==> src/rtl/spi_flash_target.sv <==
// spi_flash_target: SPI mode-0 flash responder. Oversamples SCK/CS/MOSI in the
// clk domain and answers READ (0x03), FAST READ (0x0B) and JEDEC ID (0x9F).
// Data comes from a synchronous memory read port with one clk of latency.
module spi_flash_target #(
    parameter int          MEM_AW      = 16,
    parameter logic [23:0] JEDEC_ID    = 24'hEF4018,
    parameter int          SYNC_STAGES = 2
) (
    input  logic              clk,
    input  logic              reset,
    input  logic              spi_clk,
    input  logic              spi_cs_l,
    input  logic              spi_mosi,
    output logic              spi_miso,
    output logic              spi_miso_oe,
    output logic              mem_rd_en,
    output logic [MEM_AW-1:0] mem_addr,
    input  logic [7:0]        mem_rd_data,
    output logic              busy,
    output logic [7:0]        cmd
);

    // Receive shifter wide enough for either a command byte or the kept
    // address bits; higher address bits simply fall off the top.
    localparam int SR_W = (MEM_AW > 8) ? MEM_AW : 8;

    typedef enum logic [2:0] {IDLE, CMD, ADDR, DUMMY, DATA, ID, IGNORE} state_t;

    state_t                  state;
    logic [SYNC_STAGES-1:0]  sck_sync;
    logic [SYNC_STAGES-1:0]  cs_sync;
    logic [SYNC_STAGES-1:0]  mosi_sync;
    logic [SYNC_STAGES-1:0]  flush_sr;
    logic                    sck_d;
    logic                    cs_d;
    logic                    armed;
    logic                    sck_s;
    logic                    cs_s;
    logic                    mosi_s;
    logic                    sck_rise;
    logic                    sck_fall;
    logic                    cs_fall;
    logic [SR_W-2:0]         shift_in;
    logic [SR_W-1:0]         rx;
    logic [4:0]              cnt;
    logic                    fast_rd;
    logic                    rd_valid;
    logic [7:0]              pf_byte;
    logic [7:0]              tx_sr;
    logic [2:0]              bit_cnt;
    logic [23:0]             id_sr;

    assign sck_s    = sck_sync[SYNC_STAGES-1];
    assign cs_s     = cs_sync[SYNC_STAGES-1];
    assign mosi_s   = mosi_sync[SYNC_STAGES-1];
    assign sck_rise = sck_s & ~sck_d;
    assign sck_fall = ~sck_s & sck_d;
    assign cs_fall  = ~cs_s & cs_d;
    assign rx       = {shift_in, mosi_s};
    assign busy     = ~cs_s;

    // Input synchronizers, edge history, and arming after reset. The target
    // only arms once the synchronizer has flushed and shows CS high, so a CS
    // held low across reset release never looks like a fresh select.
    always_ff @(posedge clk or posedge reset) begin
        if (reset) begin
            sck_sync  <= '0;
            cs_sync   <= '1;
            mosi_sync <= '0;
            flush_sr  <= '0;
            sck_d     <= 1'b0;
            cs_d      <= 1'b1;
            armed     <= 1'b0;
        end else begin
            sck_sync  <= {sck_sync[SYNC_STAGES-2:0], spi_clk};
            cs_sync   <= {cs_sync[SYNC_STAGES-2:0], spi_cs_l};
            mosi_sync <= {mosi_sync[SYNC_STAGES-2:0], spi_mosi};
            flush_sr  <= {flush_sr[SYNC_STAGES-2:0], 1'b1};
            sck_d     <= sck_s;
            cs_d      <= cs_s;
            if (flush_sr[SYNC_STAGES-1] && cs_s)
                armed <= 1'b1;
        end
    end

    // Protocol FSM with registered MISO, OE and memory strobe.
    always_ff @(posedge clk or posedge reset) begin
        if (reset) begin
            state       <= IDLE;
            shift_in    <= '0;
            cnt         <= '0;
            fast_rd     <= 1'b0;
            cmd         <= 8'h00;
            mem_addr    <= '0;
            mem_rd_en   <= 1'b0;
            rd_valid    <= 1'b0;
            pf_byte     <= 8'h00;
            tx_sr       <= 8'h00;
            bit_cnt     <= '0;
            id_sr       <= '0;
            spi_miso    <= 1'b0;
            spi_miso_oe <= 1'b0;
        end else begin
            mem_rd_en <= 1'b0;
            rd_valid  <= mem_rd_en;
            if (rd_valid)
                pf_byte <= mem_rd_data;

            // Deselect overrides everything, including a same-clk SCK edge.
            if (state != IDLE && cs_s) begin
                state       <= IDLE;
                spi_miso    <= 1'b0;
                spi_miso_oe <= 1'b0;
            end else begin
                case (state)
                    IDLE: begin
                        if (cs_fall && armed) begin
                            state <= CMD;
                            cnt   <= '0;
                        end
                    end
                    CMD: begin
                        if (sck_rise) begin
                            shift_in <= rx[SR_W-2:0];
                            cnt      <= cnt + 5'd1;
                            if (cnt == 5'd7) begin
                                cmd <= rx[7:0];
                                cnt <= '0;
                                case (rx[7:0])
                                    8'h03: begin
                                        state   <= ADDR;
                                        fast_rd <= 1'b0;
                                    end
                                    8'h0B: begin
                                        state   <= ADDR;
                                        fast_rd <= 1'b1;
                                    end
                                    8'h9F: begin
                                        state       <= ID;
                                        id_sr       <= JEDEC_ID;
                                        spi_miso_oe <= 1'b1;
                                    end
                                    default: state <= IGNORE;
                                endcase
                            end
                        end
                    end
                    ADDR: begin
                        if (sck_rise) begin
                            shift_in <= rx[SR_W-2:0];
                            cnt      <= cnt + 5'd1;
                            if (cnt == 5'd23) begin
                                mem_addr  <= rx[MEM_AW-1:0];
                                mem_rd_en <= 1'b1;
                                cnt       <= '0;
                                bit_cnt   <= '0;
                                if (fast_rd) begin
                                    state <= DUMMY;
                                end else begin
                                    state       <= DATA;
                                    spi_miso_oe <= 1'b1;
                                end
                            end
                        end
                    end
                    DUMMY: begin
                        if (sck_rise) begin
                            cnt <= cnt + 5'd1;
                            if (cnt == 5'd7) begin
                                cnt         <= '0;
                                bit_cnt     <= '0;
                                state       <= DATA;
                                spi_miso_oe <= 1'b1;
                            end
                        end
                    end
                    DATA: begin
                        // First bit of each byte comes from the prefetch buffer
                        // and kicks off the fetch of the following byte.
                        if (sck_fall) begin
                            bit_cnt <= bit_cnt + 3'd1;
                            if (bit_cnt == 3'd0) begin
                                spi_miso  <= pf_byte[7];
                                tx_sr     <= {pf_byte[6:0], 1'b0};
                                mem_addr  <= mem_addr + {{(MEM_AW-1){1'b0}}, 1'b1};
                                mem_rd_en <= 1'b1;
                            end else begin
                                spi_miso <= tx_sr[7];
                                tx_sr    <= {tx_sr[6:0], 1'b0};
                            end
                        end
                    end
                    ID: begin
                        // Zeros shift in behind the ID, so MISO reads 0 afterwards.
                        if (sck_fall) begin
                            spi_miso <= id_sr[23];
                            id_sr    <= {id_sr[22:0], 1'b0};
                        end
                    end
                    IGNORE: begin
                        spi_miso_oe <= 1'b0;
                    end
                    default: state <= IDLE;
                endcase
            end
        end
    end

endmodule

==> config.mk <==
export PLATFORM = sky130hd
export DESIGN_NAME = spi_flash_target
export DESIGN_NICKNAME = d
export VERILOG_FILES = /design/src/rtl/spi_flash_target.sv
export SDC_FILE = /design/constraint.sdc
export NUM_CORES = 1
export LEC_CHECK = 0
export ABC_AREA = 1
export CORE_MARGIN = 1
export CORE_UTILIZATION = 45
export CTS_BUF_LIST = sky130_fd_sc_hd__clkbuf_2
export DETAILED_ROUTE_END_ITERATION = 6
export SLEW_MARGIN = 25
export SYNTH_ARGS = -nofsm -noshare
export SYNTH_HDL_FRONTEND = slang
export SYNTH_SLANG_ARGS = --single-unit
==> constraint.sdc <==
create_clock -name clk -period 5.6 [get_ports clk]
set_input_delay 1.68 -clock clk [delete_from_list [all_inputs] [get_ports clk]]
set_output_delay 1.68 -clock clk [all_outputs]
set_load 0.1 [all_outputs]
# After elaboration in Yosys (flattened, before gate mapping)
# Index checks and enable logic that the tools add are counted.
[totals]
reg_bits = 106
elab_cells = 150
inputBits = 13
[op_classes]
add_sub_neg = 3
reduce_logical = 28
eq_ne = 35
bitwise = 7
n_mux = 56
[op_table]
columns = ["operator", "n"]
rows = [
  ["2-to-1 mux 24 bit", 4],
  ["2-to-1 mux 16 bit", 4],
  ["one-hot mux 24 bit (2 select lines)", 1],
  ["2-to-1 mux 3 bit", 14],
  ["!= test 3 bit (second input constant)", 11],
  ["one-hot mux 16 bit (2 select lines)", 1],
  ["2-to-1 mux 5 bit", 5],
  ["!= test 2 bit (second input constant)", 11],
  ["2-to-1 mux 1 bit", 18],
  ["adder 16 x 1 -> 16 bit (second input constant)", 1],
  ["one-hot mux 3 bit (5 select lines)", 1],
  ["one-hot mux 5 bit (3 select lines)", 1],
  ["AND reduction 6 bit", 2],
  ["nonzero test 3 bit", 4],
  ["AND reduction 5 bit", 2],
  ["== test 3 bit (second input constant)", 3],
  ["one-hot mux 3 bit (3 select lines)", 1],
  ["AND reduction 3 bit", 3],
  ["AND reduction 9 bit", 1],
  ["== test 8 x 2 -> 1 bit (second input constant)", 1],
  ["== test 8 x 4 -> 1 bit (second input constant)", 1],
  ["== test 8 bit (second input constant)", 1],
  ["2-to-1 mux 8 bit", 1],
  ["AND reduction 8 bit", 1],
  ["20 further kinds", 36],
]

# Logic depth before layout (Yosys ltp)
# Gate-level depths: netlist of the first run.
[logic_depth]
word_depth = 7
depth_mapped = 12
depth_no_buf = 11

# Least setup slack after synthesis of the first run
# No wires, ideal clock.
[synth_timing]
kind = "reg-to-output"
start = "register cs_sync[1]"
end = "output busy"
t_arrival_ns = 0.979
setup_slack_ns = 2.941
path_stages_with_launch = 2
cell_sequence = "dfstp_2 -> inv_1"
[synth_via]
elab_chain_len = 1
[synth_rtl]
columns = ["item", "line", "source"]
rows = [
  ["start, declared", "31", "logic [SYNC_STAGES-1:0] cs_sync;"],
  ["start signal, assigned", "76", "cs_sync <= {cs_sync[SYNC_STAGES-2:0], spi_cs_l};"],
  ["NOT 1 bit", "60", "assign busy = ~cs_s;"],
  ["end, declared", "19", "output logic busy,"],
]
# No other way between the ends.

# Final worst setup path of the first run
[layout_timing]
start = "register mem_addr[8]"
end = "output mem_addr[8]"
[layout_rtl]
columns = ["item", "line", "source"]
rows = [
  ["start, declared", "17", "output logic [MEM_AW-1:0] mem_addr,"],
  ["start signal, assigned", "153", "mem_addr <= rx[MEM_AW-1:0];"],
  ["start signal, assigned", "185", "mem_addr <= mem_addr + {{(MEM_AW-1){1'b0}}, 1'b1};"],
]
# No word-level cell between the ends.

==> impl_results.md, run 1 <==
- Buffers & Inverters on Critical Path: 1
- Pin count of the biggest net entering global routing: 82
- Number of nets at the end of the flow: 674
- Final worst path period need: 3.986 ns
- Power consumption: around 2900 µW
- Number of buffers inserted by hold repair at cts: 0
- Part of the total power dissipated in the clock network: 0.136
- Synthesis warning total: 0
- Antenna violation net count after detailed routing: 0
- Vias in the first global route: roughly 3800
- Clock Skews: 0.02626 ns
- Proportion of layout cells with a drive suffix above 1: 0.08459
- Number of antenna violations at the first check in global routing: 0
- Wire length of the first global-routing pass: 18690 µm
- Number of nets produced by synthesis: 643
- Worst hold slack: 0.3743 ns
- Switch Pwr: about 1400 µW
- Maxcap violations: 0
- Final setup violating endpoints: 0
- Sequence of cells on the critical path: clkdlybuf4s50_1
- Area taken by multi-input logic gates: ~2100 µm²
- Fill cell count: about 1100
- Post-CTS Repair Setup Buffers: 0
- Tightest Pin Transition: between 0.9 and 1 ns
- Clock-pin slew of the registers on the worst-case setup and hold paths: 0.27 ns
- Worst setup SP type: flop
- Area added between synthesis and finish: 12.16%
- Nature of the critical path endpoint: output port
- Total area of sequential cells: roughly 2600 µm²
- Last weighted congestion value of the routability-driven placer: roughly 0.85
- Maximum operating frequency: approximately 250 MHz
- Setup TNS after final layout: 0 ns
- Vias/cell: 5.151
- Switching portion of total power: 0.4953
- Maximum number of buffers from clock root to sink: 2
- CTS tree: yes
- Required arrival time at the worst endpoint: 3.92 ns
- Half-perimeter wire length after placement: 7733 µm
- Category of the most critical setup path: reg -> out
- Congestion Overflow GR: 0
- Number of DRC markers in iteration 0: 250
- Boundary Pins: 41
- Die Footprint: 11520 µm²
- Yosys reg bits: 102
- Synth Area in Compound Gates: 0.08622
- Fraction of synthesized area in multiplexers: 0.01554
- Die Width: 107.3 µm
- Clock latency on the worst-skew pair: around 0.6 ns
- Proportion of power drawn by combinational gates: 0.478
- Main combinational cell family by area after synthesis: simple AND/OR/NAND/NOR gates
- Summed instance area of the synthesized netlist: between 4000 and 5000 µm²
- Peak supply drop: 0.2754 mV
- Pre-CTS setup slack: 2.323 ns
- Leak pwr: roughly 0.0027 µW
- TritonRoute pass-1 iters: 5
- Routed wire length: roughly 11000 µm
- Critical path peak fanout: 6
- Standard cell core area: 10840 µm²
- Worst hold path class: reg -> reg
- Total GRT Usage: 0.2119
- Starting utilization of the core area: 0.4605
- Crit share post-route: 0.7117
- CP delay by family, top: buffers and inverters
- Number of placement rows: 38
- Number of failing hold endpoints at the final stage: 0
- Max Transition Viols Final: 0
- Inserted Clock Buffers: 9
- Via count: 4131
- Number of inserted diodes: 0
- Relative slew margins: 0.3418
- Cts repair resizes: 0
- Unrepaired setup endpoints after global routing: false
- Number of input and output port buffers inserted: 40
- WP data arrival: 2.31 ns
- P_int: 1446 µW
- Post-synth cell types: 35
- Cell with the biggest individual delay on the critical path: sky130_fd_sc_hd__clkdlybuf4s50_1
- Proportion of register bits with asynchronous set or reset after synthesis: 1.000
- Cell types occupying the most area after synthesis: sky130_fd_sc_hd__dfrtp_1 (50%), sky130_fd_sc_hd__nand2_1 (16%), sky130_fd_sc_hd__nor2_1 (4.3%)
- Clock tree root driver cell: sky130_fd_sc_hd__clkbuf_2
- Total power density per cell area: 511.8 nW/µm²
- Cell type with the highest aggregate area in the netlist: sky130_fd_sc_hd__dfrtp_1
- Die outline height: 107.3 µm
- Part of the Yosys area used for sequential elements: 0.5120
- Mean Syn Cell Area: approximately 8 µm²
- Slowest stage delay, CP: 1.18 ns
- EDFF count, synth: 0
- Setup ws final: 1.614 ns
- Primary flip-flop cell chosen by synthesis mapping: sky130_fd_sc_hd__dfrtp_1
- Run status: finished clean
- Number of DRC violations after detailed routing: 0
- Top cell type's share of synthesized area: 0.4962
- Maximum level of the CTS H-tree: 3
- XOR/XNOR share of the synthesized area: 0.005263
- Average detailed-routed wire length per instance: 13.80 µm
- Share of total power in sequential cells: 0.386
- Num Clock Sinks: 102
- Synth Area in Simple Gates: 0.3005
- Adder and majority cell fraction of the synthesized area: 0.01003
- Post-synthesis instance total: 626
-- power by group through the flow --
stage                     Sequential (µW)  Combinational, µW  Clock, µW
final                                1110               1370        390
after floorplan                      1400                773          0
after global routing                 1140               1520        427
after CTS                            1100               1370        405
after global placement               1110               1360          0
after detailed placement             1120               1370          0
-- worst paths after layout --
kind | end | depth (start not counted) | start | slack (ns)
max in group asynchronous | mem_addr[5] | 3 | reset | 3.27
hold reg to reg | cs_sync[1] | 0 | cs_sync[0] | 0.37
setup reg to reg | id_sr[21] | 7 | state[1] | 2.84
hold / removal | cs_sync[1] | 0 | cs_sync[0] | 0.37
min in group asynchronous | mem_addr[12] | 2 | reset | 1.53
setup / recovery | mem_addr[8] | 1 | mem_addr[8] | 1.61
-- flip-flops by register name, indices dropped and copies added, names as in the netlist, 2 cells and up --
register   flops
sck_sync       2
bit_cnt        3
pf_byte        8
cnt            5
id_sr         21
state          3
mosi_sync      2
tx_sr          7
mem_addr      16
cmd            8
cs_sync        2
shift_in      15
flush_sr       2
-- synthesized netlist by cell type (2+ instances only) --
master / count
sky130_fd_sc_hd__o31ai_1: 2
sky130_fd_sc_hd__nor2_4: 2
sky130_fd_sc_hd__ha_1: 4
sky130_fd_sc_hd__mux2_2: 6
sky130_fd_sc_hd__nor2_2: 4
sky130_fd_sc_hd__o21ai_0: 27
sky130_fd_sc_hd__nand2_2: 6
sky130_fd_sc_hd__nand3_1: 33
sky130_fd_sc_hd__inv_2: 4
sky130_fd_sc_hd__o211ai_1: 2
sky130_fd_sc_hd__buf_6: 3
sky130_fd_sc_hd__buf_4: 2
sky130_fd_sc_hd__clkbuf_1: 5
sky130_fd_sc_hd__nor2_1: 57
sky130_fd_sc_hd__o21bai_1: 2
sky130_fd_sc_hd__buf_2: 11
sky130_fd_sc_hd__a21oi_1: 12
sky130_fd_sc_hd__or2_2: 10
sky130_fd_sc_hd__xor2_1: 3
sky130_fd_sc_hd__a31oi_1: 6
sky130_fd_sc_hd__nand2_1: 209
sky130_fd_sc_hd__dfstp_2: 3
sky130_fd_sc_hd__inv_1: 56
sky130_fd_sc_hd__nand4_1: 25
sky130_fd_sc_hd__dfrtp_1: 99
sky130_fd_sc_hd__o21ai_1: 24
-- per-layer routing --
| metal | global-route usage | vias to the layer above | wire, µm |
|---|---|---|---|
| met5 | 0 | - | 0 |
| met4 | 0.07632 | 0 | 153 |
| met3 | 0.03269 | 11 | 468 |
| met2 | 0.3157 | 82 | 4928 |
| met1 | 0.3128 | 1971 | 5517 |
| li1 | - | 2067 | - |
-- logic make-up after synthesis --
kind of cell,count (synthesis)
AOI/OAI and AO/OA,78
xor gates and xnor gates,3
adders and majority gates,4
buffers and inverters,81
DFF,102
muxes,7
other,1
and+or+nand+nor,350
-- cells in the final DEF (no fill, tap or decap), types with 3 or more instances in the layout --
master / synthesis / final
sky130_fd_sc_hd__a21oi_1: 12 / 12
sky130_fd_sc_hd__a31oi_1: 6 / 6
sky130_fd_sc_hd__clkbuf_2: 0 / 9
sky130_fd_sc_hd__clkdlybuf4s50_1: 0 / 40
sky130_fd_sc_hd__dfrtp_1: 99 / 99
sky130_fd_sc_hd__dfstp_2: 3 / 3
sky130_fd_sc_hd__ha_1: 4 / 4
sky130_fd_sc_hd__inv_1: 56 / 55
sky130_fd_sc_hd__inv_2: 4 / 4
sky130_fd_sc_hd__mux2_2: 6 / 6
sky130_fd_sc_hd__nand2_1: 209 / 209
sky130_fd_sc_hd__nand2_2: 6 / 6
sky130_fd_sc_hd__nand3_1: 33 / 33
sky130_fd_sc_hd__nand4_1: 25 / 25
sky130_fd_sc_hd__nor2_1: 57 / 57
sky130_fd_sc_hd__nor2_2: 4 / 4
sky130_fd_sc_hd__o21ai_0: 27 / 27
sky130_fd_sc_hd__o21ai_1: 24 / 24
sky130_fd_sc_hd__or2_2: 10 / 10
sky130_fd_sc_hd__xor2_1: 3 / 3
-- area by class of cell --
cell class / count / area share
well taps: 140 / 0.03128
clock inverters: 7 / 0.01587
clock buffers: 9 / 0.008045
repair buffers: 41 / 0.07285
inverters: 60 / 0.04112
multi-input cells: 443 / 0.3743
flip-flops and latches: 102 / 0.4565
-- worst register-to-register path: stages, from the launching register on --
cell,delay [ns]
sky130_fd_sc_hd__dfrtp_1,0.56
sky130_fd_sc_hd__inv_1,0.11
sky130_fd_sc_hd__nand3_1,0.42
sky130_fd_sc_hd__a21oi_1,0.11
sky130_fd_sc_hd__nor2_2,0.68
sky130_fd_sc_hd__nand3_2,0.57
sky130_fd_sc_hd__nand2_1,0.18
sky130_fd_sc_hd__nand2_1,0.08
-- through the flow --
stage                     cell area (µm²)  utilization  std cells
after floorplan                      4992            -        626
after global placement               5455       0.5032        786
after detailed placement             5455       0.5032        786
after CTS                            5589       0.5156        802
after global routing                 5599       0.5165        802
final                                5599       0.5165        802
Note: power is estimated with default switching activity, not from simulation.
==> run 2: changes to the inputs <==
- PLACE_DENSITY: not set -> 0.67
- clock period: 5.6 -> 3.25 ns (I/O delays scaled with it)
==> run 2 against run 1 <==
Net effect:
- non-clock buffer count is 6 higher
- sequential share of layout area is 0.19 points higher
- critical endpoint is now busy
- total power is 70% higher
- cell area is 0.42% lower
- count of clock-buffer cells in the layout stayed put
- first-iteration DRC count stayed put
- die area stayed put
==> impl_results.md, run 2 (synthesized netlist as in run 1, its figures left out) <==
- Number of DRC violations after detailed routing: 0 (unchanged)
- Setup TNS after final layout: 0 ns (unchanged)
- Antenna violation net count after detailed routing: 0 (unchanged)
- Number of nets at the end of the flow: 680 (was 674)
- Number of input and output port buffers inserted: 40 (unchanged)
- Leak pwr: 0.002772 µW (was 0.002700 µW)
- CTS tree: yes (unchanged)
- Proportion of layout cells with a drive suffix above 1: 0.1347 (was 0.08459)
- Final setup violating endpoints: 0 (unchanged)
- Crit share post-route: 0.7806
- Nature of the critical path endpoint: output port (unchanged)
- Unrepaired setup endpoints after global routing: false (unchanged)
- Vias in the first global route: 3994 (was 3827)
- Vias/cell: 5.100 (was 5.151)
- Most frequent standard cell in the layout excluding fill and tap cells: sky130_fd_sc_hd__nand2_1 (unchanged)
- Standard cell core area: 10840 µm² (unchanged)
- WP data arrival: 1.56 ns (was 2.31 ns)
- Biggest register: id_sr (unchanged)
- Boundary Pins: 41 (unchanged)
- TritonRoute pass-1 iters: 5 (unchanged)
- Number of antenna violations at the first check in global routing: 0 (unchanged)
- Category of the most critical setup path: reg -> out (unchanged)
- Number of inserted diodes: 0 (unchanged)
- Routed wire length: 10660 µm (was 11070 µm)
- Count of non-filler cells in the finished layout: 808 (was 802)
- Worst hold path class: reg -> reg (unchanged)
- Total GRT Usage: 0.2026 (was 0.2119)
- Peak supply drop: 0.4766 mV (was 0.2754 mV)
- Number of failing hold endpoints at the final stage: 0 (unchanged)
- Tightest Pin Transition: 0.6475 ns (was 0.9842 ns)
- Number of flip-flops in the largest register: 21 (unchanged)
- Number of buffers inserted by hold repair at cts: 0 (unchanged)
- Maximum level of the CTS H-tree: 3 (unchanged)
- Die Footprint: 11520 µm² (unchanged)
- Last weighted congestion value of the routability-driven placer: 0.8582 (was 0.8502)
- Maxcap violations: 0 (unchanged)
- Number of placement rows: 38 (unchanged)
- Wire length of the first global-routing pass: 18410 µm (was 18690 µm)
- Max Transition Viols Final: 0 (unchanged)
- Clock-pin slew of the registers on the worst-case setup and hold paths: 0.25 ns (was 0.27 ns)
- Half-perimeter wire length after placement: 7784 µm (was 7733 µm)
- Clock tree root driver cell: sky130_fd_sc_hd__clkbuf_2 (unchanged)
- Cells after DPL: 792 (was 786)
- Maximum number of buffers from clock root to sink: 2 (unchanged)
- Area added between synthesis and finish: 11.68% (was 12.16%)
- Run status: finished clean (unchanged)
- Relative slew margins: 0.5674 (was 0.3418)
- Congestion Overflow GR: 0 (unchanged)
- Via count: 4121 (was 4131)
- Num Clock Sinks: 102 (unchanged)
- Post-CTS Repair Setup Buffers: 0 (unchanged)
- Critical path peak fanout: 6 (unchanged)
- Top flop regs: id_sr (21), mem_addr (16), shift_in (15) (unchanged)
- Inserted Clock Buffers: 9 (unchanged)
- Total power density per cell area: 872.7 nW/µm² (was 511.8 nW/µm²)
- Number of DRC markers in iteration 0: 250 (unchanged)
- Maximum operating frequency: between 300 and 400 MHz
- Starting utilization of the core area: 0.4605 (unchanged)
- Clock latency on the worst-skew pair: 0.62 ns (was 0.61 ns)
- Die Width: 107.3 µm (unchanged)
- Final worst path period need: 2.537 ns
- Clock Skews: 0.03132 ns (was 0.02626 ns)
- Pin count of the biggest net entering global routing: 34 (was 82)
- Commonest cells after routing, fill and taps aside: sky130_fd_sc_hd__nand2_1 (209), sky130_fd_sc_hd__dfrtp_1 (99), sky130_fd_sc_hd__nor2_1 (57) (unchanged)
- Required arrival time at the worst endpoint: 2.27 ns (was 3.92 ns)
- Average detailed-routed wire length per instance: 13.20 µm (was 13.80 µm)
- Worst setup SP type: flop (unchanged)
- Die outline height: 107.3 µm (unchanged)
- Cts repair resizes: 0 (unchanged)
[run 2: final timing paths]
check / startpoint / cells past startpoint / slack, ns / to
hold reg to reg: cs_sync[0] / 0 / 0.38 / cs_sync[1]
setup reg to reg: state[0] / 10 / 0.90 / mem_addr[10]
hold / removal: cs_sync[0] / 0 / 0.38 / cs_sync[1]
setup / recovery: cs_sync[1] / 2 / 0.71 / busy
min in group asynchronous: reset / 2 / 0.73 / shift_in[3]
max in group asynchronous: reset / 3 / 1.82 / cs_d
[run 2: metal layers]
layer	wire, µm	GRT usage	part of all wire
met1	5177	0.2839	0.49
met5	0	0	0
met2	4843	0.3175	0.45
met4	153	0.06164	0.014
met3	490	0.03995	0.046
[run 2: report_power, final]
part / switching [µW] / internal [µW]
Clock: 444 / 180
Combinational: 1680 / 633
Sequential: 306 / 1620
Total: 2430 / 2430
[run 2: cell type report]
type | count | area [µm²]
clock buffer | 9 | 45.04
clock inverter | 7 | 73.82
fill | 1074 | 5265
inverter | 60 | 229.0
multi-input combinational | 443 | 2088
sequential | 102 | 2556
tap | 140 | 175.2
timing repair buffer | 47 | 407.9
[run 2: per-stage QoR]
stage	worst slack (ns)	power, µW	util	hold WS [ns]	instance area (µm²)
after floorplan	1.060	3748	-	0.3312	4996
after global placement	0.9708	4226	0.5033	0.3321	5456
after detailed placement	0.8690	4276	0.5033	0.3380	5456
after CTS	0.6899	4888	0.5143	0.3793	5575
after global routing	0.6034	5240	0.5143	0.3797	5575
final	0.7130	4866	0.5143	0.3755	5575
[run 2: critical path, cell delays in order, from the launching register on]
cell	delay (ns)
sky130_fd_sc_hd__dfstp_2	0.65
sky130_fd_sc_hd__inv_1	0.08
sky130_fd_sc_hd__buf_4	0.23
